`src/rtl/sccb_slave_regif_pkg.sv`:
```
// ----------------------------------------------------------------------------
// sccb_pkg
// Shared definitions for the SCCB responder and its line conditioner:
//   - byte and bit-counter widths
//   - default bus addresses (write 0x42 / read 0x43, device 7'h21)
//   - responder state encoding
// ----------------------------------------------------------------------------
`timescale 1ns / 1ps

package sccb_pkg;

   localparam int BYTE_W    = 8;
   localparam int BIT_CNT_W = 4;

   localparam logic [BIT_CNT_W-1:0] BITS_PER_BYTE = BIT_CNT_W'(BYTE_W);

   localparam logic [7:0] SCCB_WR_ADDR = 8'h42;
   localparam logic [7:0] SCCB_RD_ADDR = 8'h43;

   // 7-bit device address implied by the 8-bit write address.
   localparam logic [6:0] SCCB_DEV_ADDR = SCCB_WR_ADDR[7:1];

   // Value of the R/W bit (LSB of the address byte) that selects a read.
   localparam logic RW_READ = SCCB_RD_ADDR[0];

   typedef enum logic [3:0] {
      ST_IDLE,
      ST_ADDR,
      ST_ACK_ADDR,
      ST_SUB,
      ST_ACK_SUB,
      ST_WDATA,
      ST_ACK_WR,
      ST_RDATA,
      ST_RACK,
      ST_WAIT_STOP
   } state_t;

endpackage : sccb_pkg

```
`src/rtl/sccb_slave_regif_if.sv`:
```
// ----------------------------------------------------------------------------
// sccb_slave_regif_if
// Bundles the SCCB bus pins and the register-file port of the responder.
//   iSCL, iSDA  : bus lines as seen by the responder (asynchronous)
//   oSDA_OE     : 1 = responder pulls SDA low (open-drain, tristate outside)
//   oWR_EN      : one-clock write strobe, with oWR_ADDR / oWR_DATA
//   oRD_ADDR    : current pointer; register file answers on iRD_DATA
//   oBUSY       : transaction in progress (START .. STOP)
// Modports: slave = responder side, master = bus/register-file side.
// ----------------------------------------------------------------------------
`timescale 1ns / 1ps

interface sccb_slave_regif_if;

   logic       iSCL;
   logic       iSDA;
   logic       oSDA_OE;
   logic       oWR_EN;
   logic [7:0] oWR_ADDR;
   logic [7:0] oWR_DATA;
   logic [7:0] oRD_ADDR;
   logic [7:0] iRD_DATA;
   logic       oBUSY;

   modport slave (
      input  iSCL, iSDA, iRD_DATA,
      output oSDA_OE, oWR_EN, oWR_ADDR, oWR_DATA, oRD_ADDR, oBUSY
   );

   modport master (
      output iSCL, iSDA, iRD_DATA,
      input  oSDA_OE, oWR_EN, oWR_ADDR, oWR_DATA, oRD_ADDR, oBUSY
   );

endinterface : sccb_slave_regif_if

```
`src/rtl/sccb_line_sync.sv`:
```
// ----------------------------------------------------------------------------
// sccb_line_sync
// Brings asynchronous SCL/SDA into the iCLK domain and derives bus events.
//   iCLK, iRST         : system clock, synchronous active-high reset
//   scl_line, sda_line : raw bus lines
//   sda                : synchronized SDA level
//   scl_rise, scl_fall : single-cycle SCL edge pulses
//   start, stop        : single-cycle START / STOP condition pulses
// Each line passes through SYNC_STAGES flops (2 or more) plus one history flop.
// ----------------------------------------------------------------------------
`timescale 1ns / 1ps

module sccb_line_sync #(
   parameter int SYNC_STAGES = 2
) (
   input  logic iCLK,
   input  logic iRST,
   input  logic scl_line,
   input  logic sda_line,
   output logic sda,
   output logic scl_rise,
   output logic scl_fall,
   output logic start,
   output logic stop
);

   logic [SYNC_STAGES-1:0] scl_sync;
   logic [SYNC_STAGES-1:0] sda_sync;
   logic                   scl_hist;
   logic                   sda_hist;
   logic                   scl;

   // NOTE: sequential state is written with non-blocking assignments so every
   // flop samples the pre-edge value of its neighbour; blocking assignments
   // here would collapse the synchronizer chain into a single stage.
   always_ff @(posedge iCLK) begin
      if (iRST) begin
         // NOTE: the chain is reset to the idle-bus level (both lines high) so
         // leaving reset never manufactures an edge, START or STOP.
         scl_sync <= '1;
         sda_sync <= '1;
         scl_hist <= 1'b1;
         sda_hist <= 1'b1;
      end else begin
         scl_sync <= {scl_sync[SYNC_STAGES-2:0], scl_line};
         sda_sync <= {sda_sync[SYNC_STAGES-2:0], sda_line};
         scl_hist <= scl_sync[SYNC_STAGES-1];
         sda_hist <= sda_sync[SYNC_STAGES-1];
      end
   end

   assign scl = scl_sync[SYNC_STAGES-1];
   assign sda = sda_sync[SYNC_STAGES-1];

   assign scl_rise = scl & ~scl_hist;
   assign scl_fall = ~scl & scl_hist;

   // SDA may only move while SCL is high to signal START/STOP, so SCL must be
   // high both now and in the history flop.
   assign start = scl & scl_hist &  sda_hist & ~sda;
   assign stop  = scl & scl_hist & ~sda_hist &  sda;

endmodule : sccb_line_sync

```
`src/rtl/sccb_slave_regif.sv`:
```
// ----------------------------------------------------------------------------
// sccb_slave_regif
// SCCB/I2C responder fronting a generic 8-bit register file.
//   iCLK : system clock, at least 16x the SCL frequency
//   iRST : synchronous active-high reset
//   bus  : sccb_slave_regif_if.slave (SCL/SDA, SDA pull-down enable,
//          write strobe/address/data, read pointer/data, busy)
// Write: START, DEV_ADDR+W, sub-address, data bytes..., STOP.
// Read : START, DEV_ADDR+R, data bytes with master ACK, final NACK, STOP.
// The sub-address pointer survives STOP and repeated START, so a read can
// follow a sub-address-only write.
// ----------------------------------------------------------------------------
`timescale 1ns / 1ps

module sccb_slave_regif
   import sccb_pkg::*;
#(
   parameter logic [6:0] DEV_ADDR    = SCCB_DEV_ADDR,
   parameter bit         AUTO_INC    = 1'b1,
   parameter int         SYNC_STAGES = 2
) (
   input logic               iCLK,
   input logic               iRST,
   sccb_slave_regif_if.slave bus
);

   logic sda;
   logic scl_rise;
   logic scl_fall;
   logic start_evt;
   logic stop_evt;

   sccb_line_sync #(
      .SYNC_STAGES (SYNC_STAGES)
   ) u_line_sync (
      .iCLK     (iCLK),
      .iRST     (iRST),
      .scl_line (bus.iSCL),
      .sda_line (bus.iSDA),
      .sda      (sda),
      .scl_rise (scl_rise),
      .scl_fall (scl_fall),
      .start    (start_evt),
      .stop     (stop_evt)
   );

   state_t                state,    state_nx;
   logic [BYTE_W-1:0]     shreg,    shreg_nx;
   logic [BIT_CNT_W-1:0]  bit_cnt,  bit_cnt_nx;
   logic [BYTE_W-1:0]     ptr,      ptr_nx;
   logic [BYTE_W-1:0]     wr_addr,  wr_addr_nx;
   logic [BYTE_W-1:0]     wr_data,  wr_data_nx;
   logic                  wr_en,    wr_en_nx;
   logic                  oe,       oe_nx;
   logic                  busy,     busy_nx;

   // The falling SCL edge that ends the 8th bit of a received byte.
   logic byte_done;
   assign byte_done = scl_fall && (bit_cnt == BITS_PER_BYTE);

   always_ff @(posedge iCLK) begin
      if (iRST) begin
         state   <= ST_IDLE;
         shreg   <= '0;
         bit_cnt <= '0;
         ptr     <= '0;
         wr_addr <= '0;
         wr_data <= '0;
         wr_en   <= 1'b0;
         oe      <= 1'b0;
         busy    <= 1'b0;
      end else begin
         state   <= state_nx;
         shreg   <= shreg_nx;
         bit_cnt <= bit_cnt_nx;
         ptr     <= ptr_nx;
         wr_addr <= wr_addr_nx;
         wr_data <= wr_data_nx;
         wr_en   <= wr_en_nx;
         oe      <= oe_nx;
         busy    <= busy_nx;
      end
   end

   always_comb begin
      // NOTE: every next-state value is defaulted before any branch so no path
      // leaves a variable unassigned, which would infer a latch.
      state_nx   = state;
      shreg_nx   = shreg;
      bit_cnt_nx = bit_cnt;
      ptr_nx     = ptr;
      wr_addr_nx = wr_addr;
      wr_data_nx = wr_data;
      wr_en_nx   = 1'b0;
      oe_nx      = oe;
      busy_nx    = busy;

      if (start_evt) begin
         // START and repeated START: release SDA at once, keep the pointer.
         state_nx   = ST_ADDR;
         bit_cnt_nx = '0;
         oe_nx      = 1'b0;
         busy_nx    = 1'b1;
      end else if (stop_evt) begin
         // Any partial byte is simply dropped.
         state_nx   = ST_IDLE;
         bit_cnt_nx = '0;
         oe_nx      = 1'b0;
         busy_nx    = 1'b0;
      end else begin
         case (state)
            ST_IDLE: begin
               oe_nx = 1'b0;
            end

            ST_ADDR: begin
               if (scl_rise) begin
                  shreg_nx   = {shreg[BYTE_W-2:0], sda};
                  bit_cnt_nx = bit_cnt + 1'b1;
               end else if (byte_done) begin
                  if (shreg[7:1] == DEV_ADDR) begin
                     oe_nx    = 1'b1;
                     state_nx = ST_ACK_ADDR;
                  end else begin
                     oe_nx    = 1'b0;
                     state_nx = ST_WAIT_STOP;
                  end
               end
            end

            ST_ACK_ADDR: begin
               // shreg still holds the address byte; its LSB is R/W.
               if (scl_fall) begin
                  bit_cnt_nx = '0;
                  if (shreg[0] == RW_READ) begin
                     shreg_nx = bus.iRD_DATA;
                     oe_nx    = ~bus.iRD_DATA[BYTE_W-1];
                     state_nx = ST_RDATA;
                  end else begin
                     oe_nx    = 1'b0;
                     state_nx = ST_SUB;
                  end
               end
            end

            ST_SUB: begin
               if (scl_rise) begin
                  shreg_nx   = {shreg[BYTE_W-2:0], sda};
                  bit_cnt_nx = bit_cnt + 1'b1;
               end else if (byte_done) begin
                  ptr_nx   = shreg;
                  oe_nx    = 1'b1;
                  state_nx = ST_ACK_SUB;
               end
            end

            ST_ACK_SUB, ST_ACK_WR: begin
               if (scl_fall) begin
                  oe_nx      = 1'b0;
                  bit_cnt_nx = '0;
                  state_nx   = ST_WDATA;
               end
            end

            ST_WDATA: begin
               if (scl_rise) begin
                  shreg_nx   = {shreg[BYTE_W-2:0], sda};
                  bit_cnt_nx = bit_cnt + 1'b1;
               end else if (byte_done) begin
                  wr_en_nx   = 1'b1;
                  wr_addr_nx = ptr;
                  wr_data_nx = shreg;
                  oe_nx      = 1'b1;
                  if (AUTO_INC) begin
                     ptr_nx = ptr + 8'd1;
                  end
                  state_nx = ST_ACK_WR;
               end
            end

            ST_RDATA: begin
               // Bit 7 is already on the line on entry; bit_cnt counts the
               // bits the master has clocked in.
               if (scl_rise) begin
                  bit_cnt_nx = bit_cnt + 1'b1;
               end else if (scl_fall) begin
                  if (bit_cnt == BITS_PER_BYTE) begin
                     oe_nx      = 1'b0;
                     bit_cnt_nx = '0;
                     state_nx   = ST_RACK;
                  end else begin
                     shreg_nx = {shreg[BYTE_W-2:0], 1'b0};
                     oe_nx    = ~shreg[BYTE_W-2];
                  end
               end
            end

            ST_RACK: begin
               // bit_cnt doubles as "master ACK seen" so the reload waits for
               // the end of the ACK clock; the pointer steps on the ACK itself,
               // leaving half an SCL period for iRD_DATA to follow.
               if (scl_rise) begin
                  if (sda) begin
                     state_nx = ST_WAIT_STOP;
                  end else begin
                     bit_cnt_nx = {{(BIT_CNT_W-1){1'b0}}, 1'b1};
                     if (AUTO_INC) begin
                        ptr_nx = ptr + 8'd1;
                     end
                  end
               end else if (scl_fall && (bit_cnt != '0)) begin
                  shreg_nx   = bus.iRD_DATA;
                  oe_nx      = ~bus.iRD_DATA[BYTE_W-1];
                  bit_cnt_nx = '0;
                  state_nx   = ST_RDATA;
               end
            end

            ST_WAIT_STOP: begin
               oe_nx = 1'b0;
            end

            default: begin
               oe_nx    = 1'b0;
               state_nx = ST_IDLE;
            end
         endcase
      end
   end

   assign bus.oSDA_OE  = oe;
   assign bus.oWR_EN   = wr_en;
   assign bus.oWR_ADDR = wr_addr;
   assign bus.oWR_DATA = wr_data;
   assign bus.oRD_ADDR = ptr;
   assign bus.oBUSY    = busy;

endmodule : sccb_slave_regif
```
`src/flat_wrapper.sv`:
```
// flat-port wrapper written by rule: the top's interface ports become plain ports
module sccb_slave_regif_flat import sccb_pkg::*;
#(
   parameter logic [6:0] DEV_ADDR    = SCCB_DEV_ADDR,
   parameter bit         AUTO_INC    = 1'b1,
   parameter int         SYNC_STAGES = 2
)
  (iCLK, iRST, bus_iSCL, bus_iSDA, bus_iRD_DATA, bus_oSDA_OE, bus_oWR_EN, bus_oWR_ADDR, bus_oWR_DATA, bus_oRD_ADDR, bus_oBUSY);
  sccb_slave_regif_if bus_i ();
  input logic iCLK;
  input logic iRST;
  input wire logic [$bits(bus_i.iSCL)-1:0] bus_iSCL;
  input wire logic [$bits(bus_i.iSDA)-1:0] bus_iSDA;
  input wire logic [$bits(bus_i.iRD_DATA)-1:0] bus_iRD_DATA;
  output wire logic [$bits(bus_i.oSDA_OE)-1:0] bus_oSDA_OE;
  output wire logic [$bits(bus_i.oWR_EN)-1:0] bus_oWR_EN;
  output wire logic [$bits(bus_i.oWR_ADDR)-1:0] bus_oWR_ADDR;
  output wire logic [$bits(bus_i.oWR_DATA)-1:0] bus_oWR_DATA;
  output wire logic [$bits(bus_i.oRD_ADDR)-1:0] bus_oRD_ADDR;
  output wire logic [$bits(bus_i.oBUSY)-1:0] bus_oBUSY;
  assign bus_i.iSCL = bus_iSCL;
  assign bus_i.iSDA = bus_iSDA;
  assign bus_i.iRD_DATA = bus_iRD_DATA;
  assign bus_oSDA_OE = bus_i.oSDA_OE;
  assign bus_oWR_EN = bus_i.oWR_EN;
  assign bus_oWR_ADDR = bus_i.oWR_ADDR;
  assign bus_oWR_DATA = bus_i.oWR_DATA;
  assign bus_oRD_ADDR = bus_i.oRD_ADDR;
  assign bus_oBUSY = bus_i.oBUSY;
  sccb_slave_regif #(.DEV_ADDR(DEV_ADDR), .AUTO_INC(AUTO_INC), .SYNC_STAGES(SYNC_STAGES)) u_core (.iCLK(iCLK), .iRST(iRST), .bus(bus_i));
endmodule
```
`config.mk`:
```
export PLATFORM = sky130hd
export DESIGN_NAME = sccb_slave_regif_flat
export DESIGN_NICKNAME = d
export VERILOG_FILES = /design/src/rtl/sccb_slave_regif_pkg.sv /design/src/rtl/sccb_slave_regif_if.sv /design/src/rtl/sccb_line_sync.sv /design/src/rtl/sccb_slave_regif.sv /design/src/flat_wrapper.sv
export SDC_FILE = /design/constraint.sdc
export NUM_CORES = 1
export LEC_CHECK = 0
export BUFFER_PORTS_ARGS = -buffer_cell sky130_fd_sc_hd__buf_2
export CORE_MARGIN = 5
export CORE_UTILIZATION = 50
export DETAILED_ROUTE_END_ITERATION = 10
export GPL_TIMING_DRIVEN = 1
export PLACE_DENSITY = 0.71
export SYNTH_ARGS = -nofsm -noshare
export SYNTH_HDL_FRONTEND = slang
export SYNTH_SLANG_ARGS = --single-unit
```
`constraint.sdc`:
```
create_clock -name iCLK -period 4.2 [get_ports iCLK]
set_clock_uncertainty 0.2 [all_clocks]
set_input_delay 1.26 -clock iCLK [delete_from_list [all_inputs] [get_ports iCLK]]
set_output_delay 1.26 -clock iCLK [all_outputs]
set_load 0.01 [all_outputs]
```
After elaboration in Yosys (flattened, before gate mapping):

Cells that the tools add are included.

* register bits: 49
* input bits: 12
* output and inout port bits: 27

* add/subtract/negate cells: 2
* equal/unequal tests: 51
* mux-type cells: 61
* bitwise operators: 18
* reductions and logical operators: 23

Operators with widths (count)
* two-way mux 8 bit: 14
* two-way mux 4 bit: 23
* case mux 4 bit (8 select lines): 1
* case mux 8 bit (4 select lines): 1
* inequality test 4 x 1 -> 1 bit, second input constant: 7
* AND reduction 14 bit: 2
* inequality test 2 x 1 -> 1 bit, second input constant: 13
* case mux 8 bit (3 select lines): 1
* AND reduction 10 bit: 2
* two-way mux 1 bit: 18
* equality test 4 x 3 -> 1 bit, second input constant: 4
* inequality test 2 bit, second input constant: 8
* inequality test 4 bit, second input constant: 4
* case mux 4 bit (4 select lines): 1
* equality test 4 bit, second input constant: 3
* inequality test 3 x 1 -> 1 bit, second input constant: 4
* nonzero test 4 bit: 3
* NOT 1 bit: 11
* AND reduction 11 bit: 1
* AND reduction 9 bit: 1
* OR reduction 3 bit: 3
* adder 8 x 1 -> 8 bit, second input constant: 1
* equality test 4 x 2 -> 1 bit, second input constant: 2
* AND 1 bit: 7
* other kinds (16): 20

Longest topological paths before layout:

* depth in word-level cells: 8
* mapped depth: 9

Hierarchy:

From an unflattened synthesis, not the netlist that was laid out.

* cell total of the unflattened synthesis: 311
* area, all modules: 2660.1 um2

By module, submodules not included
* sccb_slave_regif: instances 1, cells each 295, area each 2469.9 um2, sequential area each 860.8 um2
* sccb_line_sync: instances 1, cells each 16, area each 190.2 um2, sequential area each 120.1 um2

Worst setup path before layout:

OpenSTA, ideal clock, no wires.

* path kind: input -> register
* start point: in iRST
* end point: reg u_core.state[3]
* setup time: 0.074 ns
* arrival: 2.137 ns
* setup slack: 1.789 ns
* cell stages on the path: 5
* buffers on the path: 2
* cell sequence: clkbuf_1 or2_2 buf_1 o21bai_1 a31oi_1

* longest elaborated chain between the ends: 1

Ends and longest elaborated chain
* start: declaration: RTL line flat_wrapper.sv:11 `input logic iRST;`
* OR reduction 3 bit (no source line)
* end signal: assignment: RTL line sccb_slave_regif.sv:73 `state <= state_nx;`
* end: declaration: RTL line sccb_slave_regif.sv:47 `state_t state, state_nx;`

No other way between the ends.
A chain may end at the register's enable or synchronous reset.

Worst setup path in the final report:

* start point: reg u_core.state[0]
* end point: reg u_core.shreg[1]

* longest elaborated chain between the ends: 4

Ends and longest elaborated chain
* equality test 4 x 1 -> 1 bit, or another cell as far along: RTL line sccb_slave_regif.sv:111 `case (state)`
* OR reduction 3 bit (no source line)
* nonzero test 4 bit (no source line) or inequality test 2 x 1 -> 1 bit (tied branches)
* AND reduction 11 bit (no source line)
* end signal: assignment: RTL line sccb_slave_regif.sv:74 `shreg <= shreg_nx;`
* end: declaration: RTL line sccb_slave_regif.sv:48 `logic [BYTE_W-1:0] shreg, shreg_nx;`

Parallel ways exist; a longest one is shown, timed or not.

==> results.sh <==
export IMPL_rows=26
export IMPL_cts_buffers_inserted=5
export IMPL_synth_flop_cell="dfxtp_1"
export IMPL_vias=2512
export IMPL_synthArstFlopShare=0
export IMPL_cts_max_path_buffers=2
export IMPL_avgSynthCellArea_um2=8.15
export IMPL_drtPass1Iterations=4
export IMPL_drt_first_iter_violations=263
export IMPL_critical_path_slowest_cell="nor2b_1"
export IMPL_yosysMostFrequentCell="nand2_1"
export IMPL_slew_headroom=0.345
export IMPL_clock_sinks=49
export IMPL_wl_um=6600
export IMPL_slowest_delay_ns=0.85
export IMPL_clock_fmax_ghz=0.329
export IMPL_seq_area_frac_synth=0.369
export IMPL_clock_latency_ns=0.31
export IMPL_synth_cell_area_um2=2660
export IMPL_critPathTopFamily="simple AND/OR/NAND/NOR gates"
export IMPL_hold_class="reg -> reg"
export IMPL_synth_top_area_frac=0.369
export IMPL_antenna_cells=0
export IMPL_grt_overflow=0
export IMPL_startpoint_type="flop"
export IMPL_crit_path_start="u_core.state[0]"
export IMPL_status="finished clean"
export IMPL_regArea_um2=981
export IMPL_final_nets=368
export IMPL_worstMarginPinSlew_ns=0.980
export IMPL_r2r_slack_ns=1.16
export IMPL_numPortBuffers=38
export IMPL_antenna_found_initial=0
export IMPL_grt_max_degree=28
export IMPL_arrival_ns=3.04
export IMPL_crit_chain="nor2b_1 -> o32a_1 -> and3_1 -> mux2_1"
export IMPL_drc_errors=0
export IMPL_io_pins=39
export IMPL_grt_pass1_vias=2228
export IMPL_fin_crit_ns=3.04
export IMPL_cts_tree="yes"
export IMPL_cp_required_ns=4.20
export IMPL_ir_drop_uv=190
export IMPL_fill_cells=525
export IMPL_ys_ff_latch=49
export IMPL_post_cts_buffers=0
export IMPL_via_per_inst=5.92
export IMPL_cts_max_level=2
export IMPL_rsz0062_at_grt="no"
export IMPL_initial_core_util=0.517
export IMPL_drive_gt1_frac=0.192
export IMPL_hold_start="u_core.u_line_sync.scl_sync[0]"
export IMPL_syn_inst=326
export IMPL_cts_root_buf="clkbuf_8"
export IMPL_routedWlPerCell_um=15.6
export IMPL_area_growth_pct=11.0
export IMPL_synth_edff_count=0
export IMPL_multiInputGateArea_um2=1540
export IMPL_p_per_area_nw_per_um2=347
export IMPL_r2r_start="u_core.state[0]"
export IMPL_maxSlewViolCount=0
export IMPL_synthTopCellsByArea="dfxtp_1 37%, nand2_1 7.1%, a21oi_1 7.0%, a211oi_1 3.7%, nor2_1 2.7%"
export IMPL_fp_dieArea_um2=6870
export IMPL_ys_types=64
export IMPL_yosys_warnings=0
export IMPL_setup_tns_ns=0
export IMPL_syn_num_nets=341
export IMPL_hold_violations=0
export IMPL_timing_final_crit_share=0.724
export IMPL_grt_pass1_wl_um=11100
export IMPL_drv_cap=0
export IMPL_final_setup_viol_count=0
export IMPL_synth_common_cells="50 x nand2_1, 49 x dfxtp_1, 37 x a21oi_1"
export IMPL_gp_congestion=0.905
export IMPL_critical_path_buf_inv_count=0
export IMPL_dp_hpwl_um=4560
export IMPL_core_area_um2=5140
export IMPL_yosys_area_top_type="dfxtp_1"
export IMPL_leakagePower_uw=0.00104
export IMPL_placed_area_um2=2860
export IMPL_post_cts_resized=0
export IMPL_crit_path_end_kind="flop"
export IMPL_worstSetupPathType="reg -> reg"
export IMPL_ant_nets=0
export IMPL_cp_max_fo=17
export IMPL_grt_use_total=0.189
export IMPL_clk_pin_slew_ns=0.09
export IMPL_fin_area_um2=2950
export IMPL_dieWidth_um=82.9
export IMPL_cts_hold_buf=0
export IMPL_die_h_um=82.9
-- flip-flops by register name, summed over array words and instances, names as in the netlist --
signal and cells:
u_core.bus.oRD_ADDR 8, u_core.bus.oWR_ADDR 8, u_core.bus.oWR_DATA 8, u_core.shreg 8, u_core.bit_cnt 4, u_core.state 4, u_core.u_line_sync.scl_sync 2, u_core.u_line_sync.sda_sync 2
u_core.bus.oBUSY 1, u_core.bus.oSDA_OE 1, u_core.bus.oWR_EN 1, u_core.u_line_sync.scl_hist 1, u_core.u_line_sync.sda_hist 1
-- routing by layer --
metal | share of wire | routed length (um) | global-route usage
met1 | 0.47 | 3120 | 0.265
met2 | 0.44 | 2910 | 0.284
met3 | 0.071 | 467 | 0.0455
met4 | 0.017 | 112 | 0.0609
met5 | 0 | 0 | 0
-- through the flow --
step,cells,util,total power [uW],hold WS [ns],worst slack [ns]
CTS,424,0.574,1020,0.217,1.23
global placement,416,0.556,740,0.191,1.35
detailed placement,416,0.556,741,0.195,1.26
global route,424,0.574,1080,0.245,0.848
finish,424,0.574,1020,0.216,1.16
floorplan,326,-,692,0.189,1.79
-- area by class of cell --
type / count / area share
clock inverter: 3 / 0.00721
tap: 70 / 0.0297
multi-input combinational: 247 / 0.524
timing repair buffer: 41 / 0.0721
clock buffer: 5 / 0.0233
sequential: 49 / 0.333
inverter: 9 / 0.0115
-- placed cells by master, fill, tap and decap left out, drive strengths merged, types with 6 or more instances in the layout --
cell type  instances
or2               10
a31oi              8
nor2              19
dfxtp             49
buf               41
o311ai             6
a21oi             37
nand2b             6
a22oi              6
a211oi            13
o21ai             10
inv               10
nand2             50
nor2b              6
-- power breakdown --
part / internal, uW / total (uW) / switching, uW
clock: 118 / 286 / 167
combinational: 84.4 / 204 / 120
sequential: 487 / 532 / 45.3
total: 689 / 1020 / 333
-- final timing paths --
kind	endpoint	depth (start not counted)
min	u_core.u_line_sync.scl_sync[1]	1
max	u_core.shreg[1]	4
min reg2reg	u_core.u_line_sync.scl_sync[1]	1
max reg2reg	u_core.shreg[1]	4
-- logic make-up after synthesis --
family	Yosys count	share of synthesized area
compound gates	113	0.295
xor+xnor	3	0.00989
fa+ha+maj	3	0.0141
buf+inv	30	0.0495
flops	49	0.369
mux	2	0.00801
simple gates	126	0.254
Note: power is estimated with default switching activity, not from simulation.
